## src/rtl/syscall_unit.sv

```systemverilog
// syscall_unit: pipelined SYSCALL service unit.
// Decodes SYSCALL in execute, stalls the pipeline while a service runs, queues
// console output in a FIFO drained by a valid/ready sink, fetches print-string
// bytes over a byte read port, and implements exit (drain, then halt).
// Optional build macro SYSCALL_STATS_EN adds saturating cycle/instruction/
// syscall counters as extra output ports.
//
// state      | meaning
// -----------+---------------------------------------------------------
// S_IDLE     | waiting for a SYSCALL in execute
// S_EXEC     | dispatch on latched v0; print-int/print-char push here
// S_STR_REQ  | issue byte read at ptr
// S_STR_WAIT | wait for mem_ack; holds a captured byte while FIFO full
// S_DRAIN    | exit requested, waiting for console FIFO to empty
// S_HALT     | exit complete; stalled until reset
module syscall_unit #(
  parameter int DATA_W      = 32,
  parameter int FIFO_DEPTH  = 8,
  parameter int MAX_STR_LEN = 64
) (
  input  logic              clk,
  input  logic              reset,
  input  logic              syscall_valid,
  input  logic [31:0]       instruction,
  input  logic [DATA_W-1:0] v0,
  input  logic [DATA_W-1:0] a0,
  output logic              stall,
  output logic              mem_req,
  output logic [DATA_W-1:0] mem_addr,
  input  logic              mem_ack,
  input  logic [7:0]        mem_rdata,
  output logic              con_valid,
  output logic              con_type,
  output logic [DATA_W-1:0] con_data,
  input  logic              con_ready,
  output logic              halted,
  output logic              bad_syscall
`ifdef SYSCALL_STATS_EN
  ,
  output logic [31:0]       cycle_count,
  output logic [31:0]       instr_count,
  output logic [31:0]       syscall_count
`endif
);

  localparam int PTR_W = (FIFO_DEPTH > 1) ? $clog2(FIFO_DEPTH) : 1;
  localparam int CNT_W = PTR_W + 1;
  localparam int LEN_W = $clog2(MAX_STR_LEN + 1);

  localparam logic [DATA_W-1:0] SVC_PRINT_INT  = DATA_W'(1);
  localparam logic [DATA_W-1:0] SVC_PRINT_STR  = DATA_W'(4);
  localparam logic [DATA_W-1:0] SVC_EXIT       = DATA_W'(10);
  localparam logic [DATA_W-1:0] SVC_PRINT_CHAR = DATA_W'(11);

  typedef enum logic [2:0] {
    S_IDLE,
    S_EXEC,
    S_STR_REQ,
    S_STR_WAIT,
    S_DRAIN,
    S_HALT
  } state_t;

  state_t            state, state_nxt;
  logic [DATA_W-1:0] v0_q, a0_q;
  logic [DATA_W-1:0] ptr_q, ptr_nxt;
  logic [LEN_W-1:0]  len_q, len_nxt, len_inc;
  logic [7:0]        byte_q, byte_nxt;
  logic              byte_held, byte_held_nxt;
  logic              bad_q, bad_nxt;

  logic              is_sys;
  logic              accept;
  logic              push;
  logic              push_type;
  logic [DATA_W-1:0] push_data;
  logic              pop;
  logic              full;
  logic              can_push;

  logic              fifo_type [FIFO_DEPTH];
  logic [DATA_W-1:0] fifo_data [FIFO_DEPTH];
  logic [PTR_W-1:0]  wr_ptr, rd_ptr;
  logic [CNT_W-1:0]  count;

  // Only opcode and funct identify a SYSCALL; the middle bits are don't-care.
  logic unused_instr_bits;
  assign unused_instr_bits = ^instruction[25:6];

  assign is_sys = syscall_valid & (instruction[31:26] == 6'd0) & (instruction[5:0] == 6'h0C);
  assign accept = (state == S_IDLE) & is_sys;

  // Gated by reset so every output reads 0 while reset is held.
  assign stall  = ~reset & ((state != S_IDLE) | is_sys);
  assign halted = (state == S_HALT);
  assign bad_syscall = bad_q;
  assign mem_addr    = ptr_q;

  assign con_valid = (count != '0);
  assign con_type  = con_valid ? fifo_type[rd_ptr] : 1'b0;
  assign con_data  = con_valid ? fifo_data[rd_ptr] : '0;

  assign pop      = con_valid & con_ready;
  assign full     = (count == CNT_W'(FIFO_DEPTH));
  assign can_push = ~full | pop;
  assign len_inc  = len_q + LEN_W'(1);

  // State and service-context registers.
  always_ff @(posedge clk or posedge reset) begin
    if (reset) begin
      state     <= S_IDLE;
      ptr_q     <= '0;
      len_q     <= '0;
      byte_q    <= '0;
      byte_held <= 1'b0;
      bad_q     <= 1'b0;
    end else begin
      state     <= state_nxt;
      ptr_q     <= ptr_nxt;
      len_q     <= len_nxt;
      byte_q    <= byte_nxt;
      byte_held <= byte_held_nxt;
      bad_q     <= bad_nxt;
    end
  end

  // Latch service code and argument on the accept edge.
  always_ff @(posedge clk or posedge reset) begin
    if (reset) begin
      v0_q <= '0;
      a0_q <= '0;
    end else if (accept) begin
      v0_q <= v0;
      a0_q <= a0;
    end
  end

  // Next-state, FIFO push request and memory request.
  always_comb begin
    state_nxt     = state;
    ptr_nxt       = ptr_q;
    len_nxt       = len_q;
    byte_nxt      = byte_q;
    byte_held_nxt = byte_held;
    bad_nxt       = bad_q;
    push          = 1'b0;
    push_type     = 1'b0;
    push_data     = '0;
    mem_req       = 1'b0;
    unique case (state)
      S_IDLE: begin
        if (is_sys) state_nxt = S_EXEC;
      end
      S_EXEC: begin
        if (v0_q == SVC_PRINT_INT) begin
          push_type = 1'b0;
          push_data = a0_q;
          if (can_push) begin
            push      = 1'b1;
            state_nxt = S_IDLE;
          end
        end else if (v0_q == SVC_PRINT_CHAR) begin
          push_type = 1'b1;
          push_data = {{(DATA_W-8){1'b0}}, a0_q[7:0]};
          if (can_push) begin
            push      = 1'b1;
            state_nxt = S_IDLE;
          end
        end else if (v0_q == SVC_PRINT_STR) begin
          ptr_nxt       = a0_q;
          len_nxt       = '0;
          byte_held_nxt = 1'b0;
          state_nxt     = S_STR_REQ;
        end else if (v0_q == SVC_EXIT) begin
          state_nxt = S_DRAIN;
        end else begin
          bad_nxt   = 1'b1;
          state_nxt = S_IDLE;
        end
      end
      S_STR_REQ: begin
        mem_req   = 1'b1;
        state_nxt = S_STR_WAIT;
      end
      S_STR_WAIT: begin
        push_type = 1'b1;
        if (byte_held) begin
          // Byte already fetched; retry the push without re-reading memory.
          push_data = {{(DATA_W-8){1'b0}}, byte_q};
          if (can_push) begin
            push          = 1'b1;
            byte_held_nxt = 1'b0;
            ptr_nxt       = ptr_q + DATA_W'(1);
            len_nxt       = len_inc;
            state_nxt     = (len_inc == LEN_W'(MAX_STR_LEN)) ? S_IDLE : S_STR_REQ;
          end
        end else begin
          mem_req   = 1'b1;
          push_data = {{(DATA_W-8){1'b0}}, mem_rdata};
          if (mem_ack) begin
            if (mem_rdata == 8'd0) begin
              state_nxt = S_IDLE;
            end else if (can_push) begin
              push      = 1'b1;
              ptr_nxt   = ptr_q + DATA_W'(1);
              len_nxt   = len_inc;
              state_nxt = (len_inc == LEN_W'(MAX_STR_LEN)) ? S_IDLE : S_STR_REQ;
            end else begin
              byte_nxt      = mem_rdata;
              byte_held_nxt = 1'b1;
            end
          end
        end
      end
      S_DRAIN: begin
        if (count == '0) state_nxt = S_HALT;
      end
      S_HALT: begin
        state_nxt = S_HALT;
      end
      default: begin
        state_nxt = S_IDLE;
      end
    endcase
  end

  // FIFO pointers and occupancy.
  always_ff @(posedge clk or posedge reset) begin
    if (reset) begin
      wr_ptr <= '0;
      rd_ptr <= '0;
      count  <= '0;
    end else begin
      if (push) wr_ptr <= wr_ptr + PTR_W'(1);
      if (pop)  rd_ptr <= rd_ptr + PTR_W'(1);
      if (push & ~pop)      count <= count + CNT_W'(1);
      else if (~push & pop) count <= count - CNT_W'(1);
    end
  end

  // FIFO storage; contents are don't-care until written, head is gated by con_valid.
  always_ff @(posedge clk) begin
    if (push) begin
      fifo_type[wr_ptr] <= push_type;
      fifo_data[wr_ptr] <= push_data;
    end
  end

`ifdef SYSCALL_STATS_EN
  // Saturating activity counters.
  always_ff @(posedge clk or posedge reset) begin
    if (reset) begin
      cycle_count   <= '0;
      instr_count   <= '0;
      syscall_count <= '0;
    end else begin
      if (!halted && cycle_count != '1) cycle_count <= cycle_count + 32'd1;
      if (syscall_valid && !stall && instr_count != '1) instr_count <= instr_count + 32'd1;
      if (accept && syscall_count != '1) syscall_count <= syscall_count + 32'd1;
    end
  end

`ifndef SYNTHESIS
  // Report the counters once on the transition into HALT.
  always @(posedge clk) begin
    if (!reset && state == S_DRAIN && state_nxt == S_HALT)
      $display("syscall_unit stats: cycles=%0d instrs=%0d syscalls=%0d",
               cycle_count, instr_count, syscall_count);
  end
`endif
`endif

endmodule

```

## config.mk

```make
export PLATFORM = sky130hd
export DESIGN_NAME = syscall_unit
export DESIGN_NICKNAME = d
export VERILOG_FILES = /design/src/rtl/syscall_unit.sv
export SDC_FILE = /design/constraint.sdc
export NUM_CORES = 1
export LEC_CHECK = 0
export CAP_MARGIN = 10
export CORE_ASPECT_RATIO = 1.5
export CORE_MARGIN = 8
export CORE_UTILIZATION = 55
export DETAILED_ROUTE_END_ITERATION = 10
export GPL_TIMING_DRIVEN = 0
export PLACE_DENSITY = 0.78
export SLEW_MARGIN = 20
export SYNTH_ARGS = -nofsm -noshare
export SYNTH_HDL_FRONTEND = slang
export SYNTH_SLANG_ARGS = --single-unit
```

## constraint.sdc

```tcl
create_clock -name clk -period 7.8 [get_ports clk]
set_input_delay 0.78 -clock clk [delete_from_list [all_inputs] [get_ports clk]]
set_output_delay 0.78 -clock clk [all_outputs]
set_load 0.01 [all_outputs]
```

=== Yosys cells after proc, flatten, opt, wreduce, memory -nomap -nowiden ===
Memories as Yosys holds them, arrays and structs flattened.
Index checks and enable logic that the tools add are counted.

* Bits of input ports: 109
* Word-level logic and storage cells: 130
* RAM bits: 264
* Output and inout bits: 70
* Flip-flop bits (word level): 126
* Memories kept: 2

* Multiplexer cells: 59
* Bitwise gates (word level): 20
* $add $sub $neg: 6
* Eq/ne operators: 19
* Reduce and logical (&&, ||, !) cells: 13

{| class="wikitable"
|+ Memories
! memory !! words !! bits a word !! read ports !! clocked after Yosys merged registers in !! wr ports !! line !! RTL
|-
| fifo_data || 8 || 32 || 1 || 0 || 1 || 82 || <nowiki>logic [DATA_W-1:0] fifo_data [FIFO_DEPTH];</nowiki>
|-
| fifo_type || 8 || 1 || 1 || 0 || 1 || 81 || <nowiki>logic fifo_type [FIFO_DEPTH];</nowiki>
|}

{| class="wikitable"
|+ Operators by type and width
! cell !! number
|-
| $mux 32 || 9
|-
| $pmux 32 s2 || 2
|-
| $eq 32x4->1 const B || 2
|-
| $mux 7 || 7
|-
| $mux 3 || 11
|-
| $add 32x1->32 const B || 1
|-
| $eq 32x1->1 const B || 1
|-
| $eq 32x3->1 const B || 1
|-
| $mux 1 || 19
|-
| $pmux 3 s6 || 1
|-
| $mux 8 || 2
|-
| $pmux 7 s2 || 1
|-
| $not 1->1 || 11
|-
| $ne 2x2->1 const B || 5
|-
| $reduce_and 5->1 || 2
|-
| $logic_not 8->1 || 1
|-
| $mux 4 || 2
|-
| $pmux 1 s2 || 4
|-
| $add 7x1->7 const B || 1
|-
| $and 1x1->1 || 7
|-
| $eq 7x7->1 const B || 1
|-
| $add 3x1->3 const B || 2
|-
| $eq 3x2->1 const B || 2
|-
| $eq 3x3->1 const B || 2
|-
| other kinds (17) || 20
|}

=== Depth between registers and ports, before layout ===
Gate-level depths: netlist of run 1.

* Word-level depth: 12
* Depth in mapped cells: 14
* Depth with buffers taken out: 13

=== Worst setup path before layout of run 1 ===
OpenSTA, ideal clock, no wires.

* Path type: flip-flop to flip-flop
* Start point: register state[2]
* End point: memory fifo_data[2][0] (enable)
* Buffers on the path: 1
* Library setup time: 0.518 ns
* Stages on the path, launching flop included: 7
* Arrival: 5.235 ns
* Period minus slack after synthesis: 5.752 ns
* Setup slack: 2.048 ns
* Required time: 7.282 ns
* Cell sequence: dfrtp_1 buf_2 or3b_4 or3_4 nor3_4 o21ai_4 nor4b_1

* Longest elaborated chain between the ends: 4
* Elaborated cells between the ends (all ways): 5
* Those cells by class: 2 x eq/ne; 3 x mux

{| class="wikitable"
|+ RTL lines
! what !! line !! RTL
|-
| start: declaration || 64 || <nowiki>state_t state, state_nxt;</nowiki>
|-
| start signal: assignment || 118 || <nowiki>state <= state_nxt;</nowiki>
|-
| $eq 3x2->1 / $eq 3x1->1 (equally long branches) || 150 || <nowiki>unique case (state)</nowiki>
|-
| $pmux 1 s2 * || 150 ||
|-
| $mux 1 * || 243 || <nowiki>if (push) begin</nowiki>
|-
| $mux 1 (not written as such) * || 245 || <nowiki>fifo_data[wr_ptr] <= push_data;</nowiki>
|-
| end: declaration || 82 ||
|}

Every way passes the cells marked *; elsewhere a longest branch is shown, timed or not.

=== Worst setup path after layout of run 1 ===
* Start point: register count[0]
* End point: output con_data[25]

* Longest elaborated chain between the ends: 2

{| class="wikitable"
|+ RTL lines
! what !! line !! RTL
|-
| start: declaration || 84 || <nowiki>logic [CNT_W-1:0] count;</nowiki>
|-
| start signal: assignment || 236 || <nowiki>if (push & ~pop) count <= count + CNT_W'(1);</nowiki>
|-
| start signal: assignment || 237 || <nowiki>else if (~push & pop) count <= count - CNT_W'(1);</nowiki>
|-
| $reduce_bool 4->1 || 99 || <nowiki>assign con_valid = (count != '0);</nowiki>
|-
| $mux 32 || 101 || <nowiki>assign con_data = con_valid ? fifo_data[rd_ptr] : '0;</nowiki>
|-
| end: declaration || 34 || <nowiki>output logic [DATA_W-1:0] con_data,</nowiki>
|}

No other way between the ends.

==> results of run 1 <==
layer usage:
layer / track usage (%) / vias to the layer above / part of all wire, %
li1: - / 4496 / -
met1: 27.9 / 5211 / 36
met2: 42.0 / 507 / 53
met3: 4.64 / 105 / 7.2
met4: 10.4 / 0 / 4.2
met5: 0 / - / 0
worst min path at each step:
stage	end	cells past startpoint	slack [ps]
after floorplan	count[3]	1	450
after global placement	bad_syscall	1	470
after detailed placement	bad_syscall	1	470
after CTS	count[3]	1	480
after global routing	bad_syscall	1	490
final	count[3]	1	480
Yosys cell counts (all sizes together) (3+ instances only):
cell / count / area, um2
nor4: 16 / 115
nand2b: 6 / 37.5
and2: 26 / 163
nand4: 6 / 58.8
mux2: 75 / 845
nor2: 67 / 251
nor3b: 3 / 32.5
o22ai: 15 / 93.8
a31o: 3 / 26.3
mux2i: 41 / 410
a31oi: 3 / 18.8
mux4: 66 / 1490
nor3: 9 / 61.3
nor4b: 3 / 26.3
a2bb2oi: 7 / 61.3
dfrtp: 126 / 3150
nand2: 46 / 175
a21oi: 43 / 215
o31ai: 4 / 30.0
inv: 14 / 52.6
ha: 7 / 87.6
o21ai: 44 / 231
clkbuf: 35 / 131
or3: 6 / 42.5
edfxtp: 264 / 7930
or4: 3 / 26.3
and3: 9 / 56.3
nand3: 27 / 135
xnor2: 7 / 61.3
o22a: 5 / 43.8
or2: 4 / 25.0
buf: 21 / 103
placed cells by master (no fill, tap or decap), types with 37 or more instances in the layout:
master / synthesis / routed
a21oi_1: 43 / 43
clkbuf_1: 35 / 40
clkbuf_16: 0 / 37
clkdlybuf4s50_1: 0 / 158
dfrtp_1: 126 / 126
edfxtp_1: 264 / 264
mux2_2: 75 / 75
mux2i_1: 41 / 41
mux4_2: 66 / 66
nand2_1: 45 / 45
nor2_1: 67 / 66
o21ai_0: 41 / 41
sequential cells by signal, summed over array words and instances, names as in the netlist, 4 cells and up:
name       flops
byte_q         8
count          4
fifo_type      8
fifo_data    256
v0_q          32
len_q          7
a0_q          32
mem_addr      32
per-stage QoR:
stage,std cells,hold WS (ps),instance area [um2],power (W),utilization [%]
final,1695,481,20200,0.00555,68.4
after floorplan,1044,455,16500,0.00315,-
after detailed placement,1635,469,18900,0.00378,64.3
after global routing,1695,491,20200,0.00576,68.4
after CTS,1695,484,20200,0.00560,68.4
after global placement,1597,466,18500,0.00376,62.9
final cells by class:
type	instances	share of cell area, %
clock buffer	43	4.70
inverter	15	0.323
timing repair buffer	196	9.55
multi-input combinational	583	25.5
tap	395	2.45
clock inverter	17	1.31
sequential	390	55.0
buffer	56	1.17
power breakdown:
part,switching (W),internal [W]
logic,0.000701,0.000781
clock network,0.000727,0.00110
registers,0.0000283,0.00222
total,0.00146,0.00409
kinds of logic (layout without fill, tap and decap cells):
logic type                 count (synthesis)  after routing  share of synthesized area, %
and+or+nand+nor                          238            238                          7.69
DFF                                      390            390                          67.3
muxes                                    182            182                          16.6
adders and majority gates                  8              8                         0.653
AOI/OAI and AO/OA                        146            146                          5.49
xor gates and xnor gates                   9              9                         0.479
buffers and inverters                     71            327                          1.77
worst max-delay path, delay by kind of cell, from the launching register on:
family / cells / cell delay (ps)
DFF: 1 / 440
and+or+nand+nor: 3 / 1380
buffers and inverters: 2 / 1090
==> results.yml, run 1 <==
setup_path:
  critPathSlowestCell: "nor2_1"
  worst-r2r-cell-count: 11
  reg2reg_slack_ps: 3660
  end_kind: "output pin"
  crit_path_start: "count[0]"
  cp-start-kind: "flop"
  arrival_ps: 3440
  reg2reg_from: "state[1]"
  worstSetupPathType: "reg -> out"
  cpMostUsedCell: "nor2_1"
  endpoint: "con_data[25]"
  slowest_delay_ps: 780
  cp_max_fo: 10
  regToRegEndpoint: "fifo_data[1][23]"
  path_cells: "or3_1 -> nor2_1 -> clkbuf_1 -> nor2_1 -> clkdlybuf4s50_1"
  required_ps: 7020
global_routing:
  grt_pass1_vias: 10900
  grt_overflow: 0
  grt_start_max_net_pins: 69
  grt_pass1_wl_um: 65000
  antenna_found_initial: 0
  grt_usage_pct: 23.9
placement:
  dp_slack_ps: 3500
  io_buffers: 158
  dp_hpwl_um: 30200
  gp_congestion: 0.936
floorplan:
  initial_core_util_pct: 55.9
  die-area_mm2: 0.0359
  io_pins: 179
  die_y_um: 228
  die_w_um: 157
  core_area_mm2: 0.0295
  std_cell_rows: 77
synthesis:
  syn_area_per_cell_um2: 15.8
  netlist_instances: 1044
  synth_nets: 1161
  ys_ff_latch: 390
  synth-edff-count: 264
  ys.flop_type: "edfxtp_1"
  async_flop_share_pct: 32.3
  syn_area_mm2: 0.0165
  netlist-cell-type-count: 71
  ys_warn_count: 0
  seq_area_frac_synth_pct: 67.3
final_layout:
  seq_area_mm2: 0.0111
  drive_above_1_share_pct: 20.9
  fillers: 2021
  multiInputGateArea_mm2: 0.00515
  area.growth.synth_to_final_pct: 22.4
  finalNetCount: 1393
  diodes: 0
drt:
  wl_per_cell_um: 24.8
  detail_route.vias_per_cell: 6.09
  first_pass_iters: 6
  drtIter0Drc: 897
  postRouteWirelength_um: 42100
  detail-route-antenna-nets: 0
  vias: 10300
  drc: 0
run:
  drv_cap: 0
cts:
  clk_latency_ps: 520
  cts_tree: "done"
  h-tree-depth: 2
  clk_path_buf_depth: 3
  cts_sinks: 390
  clkTransAtPathRegs_ps: 70
  cts_hold_buffers: 0
  cts.repair.resized: 0
  numCtsBuffers: 34
  cts_setup_buffers: 0
  root_buffer: "clkbuf_16"
timing:
  tightest_slew_ps: 1100
  setup_ws_ps: 3580
  fin_crit_sh_pct: 54.0
  hold_viol: 0
  setup-tns-final_ps: 0
  finalSetupViolations: 0
  maxSlewViolCount: 0
  fin_crit_ps: 4220
  fmax_mhz: 237
  slew-limit-headroom_pct: 25.9
  skew_ps: 20.4
  rsz0062_at_grt: "no"
power_and_ir_drop:
  leakagePower_nw: 7.41
  p_per_area_mw_per_mm2: 275
  vdd_drop_max_v: 0.000210
min_path:
  worstHoldStart: "count[3]"
  hp-class: "reg -> reg"
run_status:
  status: "complete, no violations"
(Power assumes the default switching activity.)
==> run 2, diff against run 1 <==
--- a/config.mk
+++ b/config.mk
@@ -8,10 +8,10 @@
 export CAP_MARGIN = 10
 export CORE_ASPECT_RATIO = 1.5
 export CORE_MARGIN = 8
-export CORE_UTILIZATION = 55
+export CORE_UTILIZATION = 51
 export DETAILED_ROUTE_END_ITERATION = 10
 export GPL_TIMING_DRIVEN = 0
-export PLACE_DENSITY = 0.78
+export PLACE_DENSITY = 0.76
 export SLEW_MARGIN = 20
 export SYNTH_ARGS = -nofsm -noshare
 export SYNTH_HDL_FRONTEND = slang
==> constraint.sdc (replaced) <==
create_clock -name clk -period 3.4 [get_ports clk]
set_input_delay 0.34 -clock clk [delete_from_list [all_inputs] [get_ports clk]]
set_output_delay 0.34 -clock clk [all_outputs]
set_load 0.01 [all_outputs]
==> run 2 against run 1 <==
Utilization shrank 4.6 points. Power grew 130%. Clock-buffer cell count shrank 4. Final cell count grew 0.83%. Worst setup slack lost 3500 ps. First-iteration DRC count grew 5.9%. Combinational power grew 130%. Clock skew shrank 2.2 ps. Critical endpoint is now con_data[28]. Highest routed layer unchanged.
==> results.yml, run 2 (same netlist as run 1, synthesis figures left out) <==
timing:
  maxSlewViolCount: 0
  hold_viol: 0
  setup-tns-final_ps: 0
  slew-limit-headroom_pct: 24.9
  fin_crit_ps: 3330
  finalSetupViolations: 0
  timing.hold.ws_ps: 214
  fmax_mhz: 300
  fin_crit_sh_pct: 97.9
  rsz0062_at_grt: "no"
  tightest_slew_ps: 1110
  skew_ps: 18.2
floorplan:
  initial_core_util_pct: 51.7
  core_area_mm2: 0.0318
  std_cell_rows: 80
  die-area_mm2: 0.0384
  die_y_um: 236
  die_w_um: 163
  io_pins: 179
placement:
  dp_hpwl_um: 29900
  gp_congestion: 0.945
  dp_cells: 1638
  io_buffers: 158
  postPlaceCellArea_mm2: 0.0190
cts:
  cts_tree: "done"
  numCtsBuffers: 35
  root_buffer: "clkbuf_16"
  clk_path_buf_depth: 3
  clk_latency_ps: 530
  h-tree-depth: 2
  cts_sinks: 390
  cts_hold_buffers: 0
  clkTransAtPathRegs_ps: 60
drt:
  drtIter0Drc: 950
  detail-route-antenna-nets: 0
  postRouteWirelength_um: 41900
  drc: 0
  detail_route.vias_per_cell: 6.00
  first_pass_iters: 5
  wl_per_cell_um: 24.5
  vias: 10300
global_routing:
  grt_pass1_wl_um: 64100
  grt_start_max_net_pins: 35
  grt_pass1_vias: 10800
  antenna_found_initial: 0
  grt_overflow: 0
  grt_usage_pct: 21.8
power_and_ir_drop:
  combPwrFrac_pct: 27.7
  vdd_drop_max_v: 0.000447
  totalPowerFinal_w: 0.0125
  sw_frac_of_total_pct: 27.5
  seq_power_share_pct: 41.1
  p_int_w: 0.00909
  p_per_area_mw_per_mm2: 618
  leakagePower_nw: 7.42
  clkPwrFrac_pct: 31.2
  p_sw_w: 0.00345
run_status:
  status: "complete, no violations"
final_layout:
  final_cells: 1709
  area.growth.synth_to_final_pct: 23.2
  largest-register: "fifo_data"
  final_common_cell: "edfxtp_1"
  drive_above_1_share_pct: 22.3
  largest_reg_flops: 256
  finalNetCount: 1390
  diodes: 0
  final_cell_mix: "264 x edfxtp_1, 158 x clkdlybuf4s50_1, 126 x dfrtp_1, 75 x mux2_2, 66 x mux4_2"
  final_area_mm2: 0.0203
setup_path:
  worst-r2r-cell-count: 14
  required_ps: 3060
  cp_max_fo: 10
  reg2reg_slack_ps: 160
  end_kind: "output pin"
  worstSetupPathType: "reg -> out"
  arrival_ps: 2990
  regToRegEndpoint: "count[3]"
  cp-start-kind: "flop"
  reg2reg_from: "state[2]"
run:
  drv_cap: 0
min_path:
  hp-class: "in -> async"
[run 2: final cells by class]
class | count | area (um2)
buffer | 56 | 283
clock buffer | 39 | 933
clock inverter | 24 | 201
fill | 2313 | 11500
inverter | 15 | 62.6
multi-input combinational | 583 | 5210
sequential | 390 | 11100
tap | 410 | 513
timing repair buffer | 192 | 2020
[run 2: per-stage QoR]
step	util, %	worst slack [ps]
floorplan	-	-323
global placement	58.6	-1740
detailed placement	59.8	-375
CTS	63.6	11.6
global route	63.8	2.49
finish	63.8	69.9
[run 2: metal layers]
metal	part of all wire, %	global-route usage [%]
met1	37	25.4
met2	52	38.3
met3	7.3	4.53
met4	4.1	9.15
met5	0	0
[run 2: how the worst max path moves through the flow]
stage	start	to	cells after the start
2_1_floorplan	state[2]	fifo_data[4][0]	8
3_5_place_dp	mem_rdata[6]	count[3]	14
6_report	rd_ptr[0]	con_data[28]	7
4_1_cts	rd_ptr[0]	con_data[28]	7
5_1_grt	state[2]	count[3]	14
3_3_place_gp	state[2]	fifo_data[4][19]	8
[run 2: repair_timing]
item / 4_1_cts / 5_1_grt
setup buffers: 7 / 1
pin swaps: 6 / 3
endpoints found under the hold margin: 0 / 0
setup endpoints to repair: 154 / 41
resized for setup: 17 / 15
[run 2: worst max-delay path, cell delays in order (launching register included)]
cell and delay [ps]:
dfrtp_1 360, clkbuf_1 230, buf_6 230, buf_6 220, mux4_2 510, mux2i_1 350, nor2_1 80, clkdlybuf4s50_1 490
[run 2: power by group through the flow]
stage,logic (W),registers (W),clock network (W)
6_report,0.00347,0.00515,0.00392
5_1_grt,0.00373,0.00516,0.00412
4_1_cts,0.00355,0.00515,0.00396
3_5_place_dp,0.00347,0.00524,0
3_3_place_gp,0.00342,0.00524,0
2_1_floorplan,0.00200,0.00523,0
==> RTL change (config.mk and constraints of run 1) <==
Change the parameter `FIFO_DEPTH` from 8 to 4.
--- a/src/rtl/syscall_unit.sv
+++ b/src/rtl/syscall_unit.sv
@@ -15,7 +15,7 @@
 // S_HALT     | exit complete; stalled until reset
 module syscall_unit #(
   parameter int DATA_W      = 32,
-  parameter int FIFO_DEPTH  = 8,
+  parameter int FIFO_DEPTH  = 4,
   parameter int MAX_STR_LEN = 64
 ) (
   input  logic              clk,
Formal check against the unedited RTL: same outputs for any inputs over 4 cycles, from zero or initial values and one cycle with reset high; that may be too few to reach the edited logic, so the function may still have changed.
==> RTL change against run 1 <==
  * Final cell count down 24%
  * Sequential share of layout area fell by 6.3 points
  * Synthesized area down 29%
  * Combinational power increased by 24%
  * Clock skew is 0.0030 ns lower
  * Cell area is 28% lower
  * Worst setup slack improved by 0.48 ns
  * Non-clock buffer count down 38
  * Sequential cell count shrank 135
  * Global-route usage decreased by 1.9 points
  * Routed wire length shrank 32%
  * Total power down 12%
  * Critical endpoint is now con_data[3]
  * Largest cell class unchanged
  * Highest routed layer unchanged
==> RTL change: results <==
[outcome]
outcome = "complete, no violations"

[synth]
ys_seq_area_share_pct = 60.62
muxShareOfSynthArea_pct = 14.47
synth_area_leaders = "edfxtp_1, dfrtp_1, mux2_2"
yosys-top-cells-count = "edfxtp_1, dfrtp_1, mux2_2"

[timing]
tightest_slew_ns = 0.9421
fin_hold_ws_ns = 0.4598
fin_skew_ns = 0.01741

[floorplanning]
rows = 65

[critical_path]
slowest_stage = "mux4_2"
cp.arrival_ns = 2.95
cpPeakStageDelay_ns = 0.57
critPathLaunch = "rd_ptr[0]$_DFFE_PP0P_"
ff2ff_setup_slack_ns = 4.76

[hold_path]
hold_end = "bad_syscall$_DFFE_PP0P_"
worstHoldStart = "bad_syscall$_DFFE_PP0P_"

[grt]
grt_pass1_vias = 8275
grt_first_pass_wirelength_mm = 45.33

[cts]
cts-htree-levels = 1
numCtsBuffers = 23
clk_latency_ns = 0.50

[placement]
dp.cells = 1251
placed_cell_area_um2 = 13650
dpl.hpwl_mm = 20.97
place_congestion = 0.9343
dp_slack_ns = 4.375

[layout]
largest_register_ffs = 128

[route]
drt-total-wl_mm = 28.59
vias_per_cell = 6.038
initialDrtViolationCount = 839
## RTL change: routing by layer
| layer | GRT usage, % | part of all wire, % | up-vias |
|---|---|---|---|
| li1 | - | - | 3546 |
| met2 | 40.14 | 54 | 314 |
| met3 | 3.631 | 5.9 | 67 |
| met5 | 0 | 0 | - |
| met4 | 7.015 | 3.0 | 0 |
| met1 | 25.50 | 37 | 3874 |
## RTL change: power groups by stage
stage	logic, mW	registers (mW)	clock network (mW)
floorplan	1.05	1.83	0
global placement	1.80	1.83	0
detailed placement	1.84	1.83	0
CTS	1.85	1.81	1.22
global route	1.99	1.84	1.28
finish	1.84	1.81	1.21
## RTL change: final cells by class
class | instances | area [µm²]
plain buffers | 51 | 254.0
flip-flops and latches | 255 | 7042
fillers | 1473 | 6441
multi-input cells | 505 | 4292
clock inverters | 12 | 191.4
repair buffers | 163 | 1689
inverters | 9 | 38.79
well taps | 268 | 335.3
clock buffers | 29 | 618.1
